<file path="src/rtl/clk_div_bank.sv">
// ---------------------------------------------------------------------------
// clk_div_bank
//   Multi-channel glitch-free clock divider. Every channel turns the system
//   clock into a divided clock with a programmable half-period and its own
//   enable. Each channel also emits a one-cycle tick on every rising edge of
//   its divided clock. A channel never emits a shortened high or low phase:
//   a stop request lets the current period finish, and a divider change only
//   takes effect at the next period boundary.
//
//   Optional feature macro: CLK_DIV_PHASE_EN
//     When defined, a per-channel start delay (phase) is available. A channel
//     started with a non-zero phase waits that many cycles in DELAY before its
//     first rising edge.
//
// Parameters
//   CHANNELS  number of independent divider channels
//   DIV_W     width of each half-period / phase field
//
// Ports
//   clk      in   system clock, all logic on the rising edge
//   rst      in   synchronous reset, active high
//   en       in   [CHANNELS]        per-channel run request (level)
//   div      in   [CHANNELS*DIV_W]  half-period in clk cycles, ch i at [i*DIV_W +: DIV_W]
//   phase    in   [CHANNELS*DIV_W]  start delay per channel (CLK_DIV_PHASE_EN only)
//   clk_out  out  [CHANNELS]        divided clocks (registered)
//   tick     out  [CHANNELS]        1-cycle pulse with each clk_out rise (registered)
//   running  out  [CHANNELS]        channel is not idle (registered)
// ---------------------------------------------------------------------------

module clk_div_bank #(
    parameter int CHANNELS = 4,
    parameter int DIV_W    = 16
) (
    input  logic                      clk,
    input  logic                      rst,
    input  logic [CHANNELS-1:0]       en,
    input  logic [CHANNELS*DIV_W-1:0] div,
`ifdef CLK_DIV_PHASE_EN
    input  logic [CHANNELS*DIV_W-1:0] phase,
`endif
    output logic [CHANNELS-1:0]       clk_out,
    output logic [CHANNELS-1:0]       tick,
    output logic [CHANNELS-1:0]       running
);

    // Packed view of the flat buses: element i is exactly div[i*DIV_W +: DIV_W].
    logic [CHANNELS-1:0][DIV_W-1:0] div_a;
    assign div_a = div;
`ifdef CLK_DIV_PHASE_EN
    logic [CHANNELS-1:0][DIV_W-1:0] phase_a;
    assign phase_a = phase;
`endif

    for (genvar g = 0; g < CHANNELS; g++) begin : g_lane
        clk_div_lane #(
            .DIV_W (DIV_W)
        ) u_lane (
            .clk     (clk),
            .rst     (rst),
            .en      (en[g]),
            .div     (div_a[g]),
`ifdef CLK_DIV_PHASE_EN
            .phase   (phase_a[g]),
`endif
            .clk_out (clk_out[g]),
            .tick    (tick[g]),
            .running (running[g])
        );
    end

endmodule

// ---------------------------------------------------------------------------
// clk_div_lane
//   One divider channel. States: IDLE, RUN, STOP (+ DELAY with
//   CLK_DIV_PHASE_EN). All outputs are registered.
//
// Ports
//   clk, rst  system clock / synchronous active-high reset
//   en        run request (level)
//   div       requested half-period (0 treated as 1)
//   phase     start delay in cycles (CLK_DIV_PHASE_EN only)
//   clk_out   divided clock
//   tick      one-cycle pulse coincident with each clk_out rise
//   running   state is not IDLE
// ---------------------------------------------------------------------------

module clk_div_lane #(
    parameter int DIV_W = 16
) (
    input  logic             clk,
    input  logic             rst,
    input  logic             en,
    input  logic [DIV_W-1:0] div,
`ifdef CLK_DIV_PHASE_EN
    input  logic [DIV_W-1:0] phase,
`endif
    output logic             clk_out,
    output logic             tick,
    output logic             running
);

    localparam logic [DIV_W-1:0] ONE = DIV_W'(1);

`ifdef CLK_DIV_PHASE_EN
    typedef enum logic [1:0] {
        S_IDLE  = 2'd0,
        S_RUN   = 2'd1,
        S_STOP  = 2'd2,
        S_DELAY = 2'd3
    } state_e;
`else
    typedef enum logic [1:0] {
        S_IDLE  = 2'd0,
        S_RUN   = 2'd1,
        S_STOP  = 2'd2
    } state_e;
`endif

    state_e           state_q;
    logic [DIV_W-1:0] cnt_q;
    logic [DIV_W-1:0] half_q;
    logic [DIV_W-1:0] half_d;
    logic             clk_q;
    logic             tick_q;
    logic             run_q;
    logic             phase_end;
`ifdef CLK_DIV_PHASE_EN
    logic [DIV_W-1:0] dly_q;
`endif

    // Half-period the next period would use; 0 is promoted to 1 (clk/2).
    assign half_d = (div == '0) ? ONE : div;

    // Last cycle of the current high or low phase. cnt_q never exceeds
    // half_q-1, and half_q is never 0, so the counter cannot wrap.
    assign phase_end = (cnt_q == half_q - ONE);

    always_ff @(posedge clk) begin
        if (rst) begin
            state_q <= S_IDLE;
            cnt_q   <= '0;
            half_q  <= ONE;
            clk_q   <= 1'b0;
            tick_q  <= 1'b0;
            run_q   <= 1'b0;
`ifdef CLK_DIV_PHASE_EN
            dly_q   <= '0;
`endif
        end else begin
            tick_q <= 1'b0;
            case (state_q)
                S_IDLE: begin
                    cnt_q <= '0;
                    clk_q <= 1'b0;
                    if (en) begin
`ifdef CLK_DIV_PHASE_EN
                        if (phase != '0) begin
                            // Hold the clock low for 'phase' cycles first.
                            state_q <= S_DELAY;
                            dly_q   <= phase;
                            run_q   <= 1'b1;
                        end else begin
                            state_q <= S_RUN;
                            half_q  <= half_d;
                            clk_q   <= 1'b1;
                            tick_q  <= 1'b1;
                            run_q   <= 1'b1;
                        end
`else
                        state_q <= S_RUN;
                        half_q  <= half_d;
                        clk_q   <= 1'b1;
                        tick_q  <= 1'b1;
                        run_q   <= 1'b1;
`endif
                    end
                end

                // RUN and STOP count identically; they only differ in what
                // happens at the low->high boundary. Re-raising en in STOP
                // therefore leaves the waveform untouched.
                S_RUN, S_STOP: begin
                    state_q <= en ? S_RUN : S_STOP;
                    if (phase_end) begin
                        cnt_q <= '0;
                        if (clk_q) begin
                            clk_q <= 1'b0;
                        end else if (en) begin
                            // Period boundary: new rise, pick up a new divider.
                            clk_q  <= 1'b1;
                            tick_q <= 1'b1;
                            half_q <= half_d;
                        end else begin
                            // Stop request seen at the boundary: park low.
                            state_q <= S_IDLE;
                            run_q   <= 1'b0;
                        end
                    end else begin
                        cnt_q <= cnt_q + ONE;
                    end
                end

`ifdef CLK_DIV_PHASE_EN
                S_DELAY: begin
                    if (!en) begin
                        state_q <= S_IDLE;
                        cnt_q   <= '0;
                        run_q   <= 1'b0;
                    end else if (cnt_q == dly_q - ONE) begin
                        state_q <= S_RUN;
                        cnt_q   <= '0;
                        half_q  <= half_d;
                        clk_q   <= 1'b1;
                        tick_q  <= 1'b1;
                    end else begin
                        cnt_q <= cnt_q + ONE;
                    end
                end
`endif

                default: begin
                    state_q <= S_IDLE;
                    cnt_q   <= '0;
                    clk_q   <= 1'b0;
                    run_q   <= 1'b0;
                end
            endcase
        end
    end

    assign clk_out = clk_q;
    assign tick    = tick_q;
    assign running = run_q;

endmodule
</file>
<file path="config.mk">
export PLATFORM = sky130hd
export DESIGN_NAME = clk_div_bank
export DESIGN_NICKNAME = d
export VERILOG_FILES = /design/src/rtl/clk_div_bank.sv
export SDC_FILE = /design/constraint.sdc
export NUM_CORES = 1
export LEC_CHECK = 0
export CAP_MARGIN = 15
export CORE_MARGIN = 1.5
export CORE_UTILIZATION = 40
export CTS_BUF_LIST = sky130_fd_sc_hd__clkbuf_16
export DETAILED_ROUTE_END_ITERATION = 10
export DONT_BUFFER_PORTS = 1
export PLACE_DENSITY = 0.53
export SLEW_MARGIN = 40
export SYNTH_ARGS = -nofsm -noshare
export SYNTH_HDL_FRONTEND = slang
export SYNTH_SLANG_ARGS = --single-unit
export TNS_END_PERCENT = 30
</file>
<file path="constraint.sdc">
create_clock -name clk -period 10.75 [get_ports clk]
set_clock_uncertainty 0.1 [all_clocks]
set_input_delay 3.225 -clock clk [delete_from_list [all_inputs] [get_ports clk]]
set_output_delay 3.225 -clock clk [all_outputs]
set_load 0.005 [all_outputs]
</file>
Yosys cells after proc, flatten, opt, wreduce, memory -nomap -nowiden:

Cells that the tools add are included.

* register bits: 148
* input bits: 70
* output and inout bits: 12
* word-level logic and storage cells: 180

* add/sub/neg operators: 8
* equality and inequality tests: 28
* mux-type cells: 88
* bitwise operators: 4
* reduce and logical (&&, ||, !) cells: 28

Operators by type and width (number)
* two-way mux 16 bit: 16
* case mux 16 bit (2 select lines): 4
* adder 16 x 1 -> 16 bit, second input constant: 4
* == test 16 bit: 4
* zero test 16 bit: 4
* subtractor 16 x 1 -> 16 bit, second input constant: 4
* two-way mux 2 bit: 20
* two-way mux 1 bit: 32
* != test 2 bit, second input constant: 12
* case mux 1 bit (2 select lines): 12
* case mux 2 bit (2 select lines): 4
* AND reduction 4 bit: 4
* AND reduction 3 bit: 4
* OR reduction 3 bit: 4
* == test 2 x 1 -> 1 bit, second input constant: 4
* == test 2 bit, second input constant: 4
* zero test 2 bit: 4
* != test 2 x 1 -> 1 bit, second input constant: 4
* nonzero test 2 bit: 4
* OR reduction 2 bit: 4
* NOT 1 bit: 4

Depth between registers and ports, before layout:

* depth in word-level cells: 6
* mapped depth: 12
* gate-level depth less buffers: 9

Modules after synthesis:

From an unflattened synthesis, not the netlist that was laid out.

* cells, all modules: 1040
* area total of the unflattened synthesis: 9042.4 um2

By module, submodules not included
* clk_div_lane (g_lane[1].u_lane ...): instances 2, cells an instance 244, area an instance 2145.8 um2, seq. area each 740.7 um2
* clk_div_lane (g_lane[0].u_lane): instances 1, cells an instance 284, area an instance 2423.6 um2, seq. area each 740.7 um2
* clk_div_lane (g_lane[3].u_lane): instances 1, cells an instance 268, area an instance 2327.2 um2, seq. area each 740.7 um2

Worst setup path before layout:

OpenSTA, ideal clock, no wires.

* kind: input to register
* start: in en[2]
* end: reg g_lane[2].u_lane.half_q[10]
* setup time: 74 ps
* arrival: 4722 ps
* required time: 10576 ps
* path slack: 5855 ps
* cell stages on the path: 6
* buffers on the path: 1
* cell sequence: nand2b_1 > nor2_1 > nand2_1 > o32ai_2 > clkbuf_1 > mux2i_1

* cells in the longest elaborated chain, start to end: 4

Ends and longest elaborated chain
* from (decl): line 36 `input logic [CHANNELS-1:0] en,`
* two-way mux 16 bit *
* two-way mux 16 bit (2 in a row)
* case mux 16 bit (2 select lines) *
* to (signal assigned): line 172 `half_q <= half_d;`
* to (signal assigned): line 193 `half_q <= half_d;`
* to (decl): line 122 `logic [DIV_W-1:0] half_q;`

Every way passes the cells marked *; elsewhere a longest branch is shown, timed or not. The select of a mux whose other input is x is not followed.
A chain may end at the register's enable or synchronous reset.

Final worst setup path:

* start: in rst
* end: reg g_lane[3].u_lane.cnt_q[4]

* cells in the longest elaborated chain, start to end: 1

Ends and longest elaborated chain
* from (decl): line 35 `input logic rst,`
* OR reduction 3 bit (no line)
* to (signal assigned): line 200 `cnt_q <= cnt_q + ONE;`
* to (decl): line 121 `logic [DIV_W-1:0] cnt_q;`

No other way between the ends.

==> metrics <==
status complete, no violations; Startpoint Class input pin; I/O pin cnt 82; clock sink total 148; tightest hold margin 0.3753 ns; asr flop ratio synth 0; WS Path Type input pin to register; Die X 154.1 um; #FFs+latches synth 148; Pwr Total 1519 uW; Multi-input gate area 0.005725 mm2; nets 1165; Detailed Routing Iterations Pass 1 6; Final Setup Violations 0; Primary FF master, synth dfxtp_1; Initial DRC Count 403; vias in the first global route 7346; drc violations 0; maxcap violations 0; post-DP HPWL 15640 um; leak pwr 0.003561 uW; syn nets 1219; Worst-Skew Late Latency 0.43 ns; RSZ-0062 raised after global routing false; largest net degree at the start of global routing 93; CP Max Fanout 92; Tmin final 4.876 ns; critical path arrival 5.12 ns; CTS tree built; Syn Std Cell Area 0.009130 mm2; Final Hold Viols 0; H-tree depth reported by CTS 4; initial core utilization 0.4057; Netlist cell types 66; Post-DRT Antenna Nets 0; Rel. slew slack 0.4885; Peak VDD IR 0.00008654 V; Syn Inst Count 1133; final core utilization 0.4368; CTS Root Cell clkbuf_16; CTS Hold Buffers Added 0; P&R area growth vs syn 7.647%; CTS resizes 0; Worst-Margin Slew 0.7656 ns; Worst Hold Class register to register; Overall Global Routing Usage 0.1901; CTS clk-pin slew, worst paths 0.06 ns; area leader, netlist dfxtp_1; max-slew violations 0; share of cells above drive strength 1 0.05403; total grt overflow 0; IO buf count 0; ant diodes 0; Power Density 154.5 mW/mm2; Reg2Reg Setup Slack 6.52 ns; RePlAce Congestion 0.7979; vias 7774; top cells by area, synth dfxtp_1 32%, xor2_1 6.4%, xnor2_1 6.0%, mux2i_1 5.4%, nand2_1 5.3%; Core Area 0.02250 mm2; vias per cell 5.646; Post-Route WL 22040 um; Synth top area share 0.3245; die area 0.02374 mm2; setup TNS 0 ns; number of setup buffers added after CTS 0; Std-Cell Rows 55; sequential cell area 0.002963 mm2; initial antenna violation count 0; fmax 205.1 MHz; setup ws final 5.874 ns; Tcrit/Tclk final 0.4535; register area share after synthesis 0.3245; TritonCTS buffer count 17; dpl ws 5.163 ns; Die H 154.1 um; syn avg cell area 8.058 um2; number of flops mapped to enable cells by yosys 0; number of synthesis warnings 0; post-DR wirelength/cell 16.00 um; required time of the critical path 10.99 ns; clk buf depth 2; Crit. End Element register; filler cell count 2227; first-pass GRT wire length 37090 um
metal layers:
| layer | share of wire | track usage | up-vias |
|---|---|---|---|
| li1 | - | - | 3978 |
| met1 | 0.50 | 0.2571 | 3644 |
| met2 | 0.46 | 0.3058 | 134 |
| met3 | 0.039 | 0.04171 | 18 |
| met4 | 0.0083 | 0.04947 | 0 |
| met5 | 0 | 0 | - |
sequential cells by signal, indices dropped and copies added (netlist names):
signal                 flops
g_lane.u_lane.clk_out      4
g_lane.u_lane.cnt_q       64
g_lane.u_lane.half_q      64
g_lane.u_lane.running      4
g_lane.u_lane.state_q      8
g_lane.u_lane.tick         4
power breakdown:
part	internal, uW	switching [uW]	leakage (uW)
clock	363	246	0.000283
combinational	119	160	0.00207
sequential	580	51.4	0.00121
total	1060	457	0.00356
metrics by stage:
step | cell area [um2] | cells
5_1_grt | 9828 | 1377
3_3_place_gp | 9199 | 1345
3_5_place_dp | 9235 | 1345
6_report | 9828 | 1377
2_1_floorplan | 9130 | 1133
4_1_cts | 9824 | 1377
area by class of cell:
class,count,share of cell area
clock buffer,17,0.04328
clock inverter,15,0.01668
tap,285,0.03628
timing repair buffer,7,0.005729
sequential,148,0.3015
inverter,36,0.01400
multi-input combinational,869,0.5826
layout by cell type, fill, tap and decap left out, types with 5 or more instances in the layout:
cell       instances
o211ai_1           6
nor3_1            32
a22oi_1            6
dfxtp_1          148
xor2_1            67
mux2i_1           49
xnor2_1           63
nor4_1            40
inv_1             36
or4b_2             7
o21ai_0           16
and4_1            19
nor2_1           114
a21oi_1           17
and3_1            15
ha_1              16
nand2b_1          12
nand2_1          129
or4b_1            16
nand4_1           35
and2_1             5
clkbuf_16         17
or4_1             13
buf_4              6
nor2b_1            9
o2111ai_1          7
a211o_1            6
nand3_1           58
a31oi_1           26
or3_1             13
a211oi_1           8
worst max-delay path, stage by stage:
cell	delay (ns)
inv_4	0.37
buf_6	0.59
nand3_1	0.62
nor2_1	0.24
cells in the mapped netlist, drive strengths merged (7+ instances only):
library cell,instances
dfxtp,148
nand2,129
nor2,114
xor2,67
xnor2,63
clkbuf,61
nand3,58
mux2i,49
nor4,40
inv,36
nand4,35
nor3,32
a31oi,26
or4b,23
and4,19
buf,19
a21oi,18
ha,16
o21ai,16
and3,15
nand2b,13
or3,13
or4,13
nor2b,9
a211oi,8
o2111ai,7
logic make-up after synthesis:
kind of cell,synth area share
AO/OA/AOI/OAI,0.1106
flip-flops,0.3245
multiplexers,0.05495
buffers and inverters,0.05468
adder cells (fa/ha/maj),0.02193
XOR/XNOR,0.1247
AND/OR/NAND/NOR,0.3086
final timing paths:
| check | startpoint | endpoint | depth (start not counted) |
|---|---|---|---|
| worst max-delay path | rst | g_lane[3].u_lane.cnt_q[4] | 4 |
| worst min-delay path | g_lane[3].u_lane.half_q[15] | g_lane[3].u_lane.half_q[15] | 2 |
| worst max register to register | g_lane[1].u_lane.half_q[0] | g_lane[1].u_lane.half_q[10] | 7 |
| worst min register to register | g_lane[3].u_lane.half_q[15] | g_lane[3].u_lane.half_q[15] | 2 |
Power figures use the tool's default switching activity.
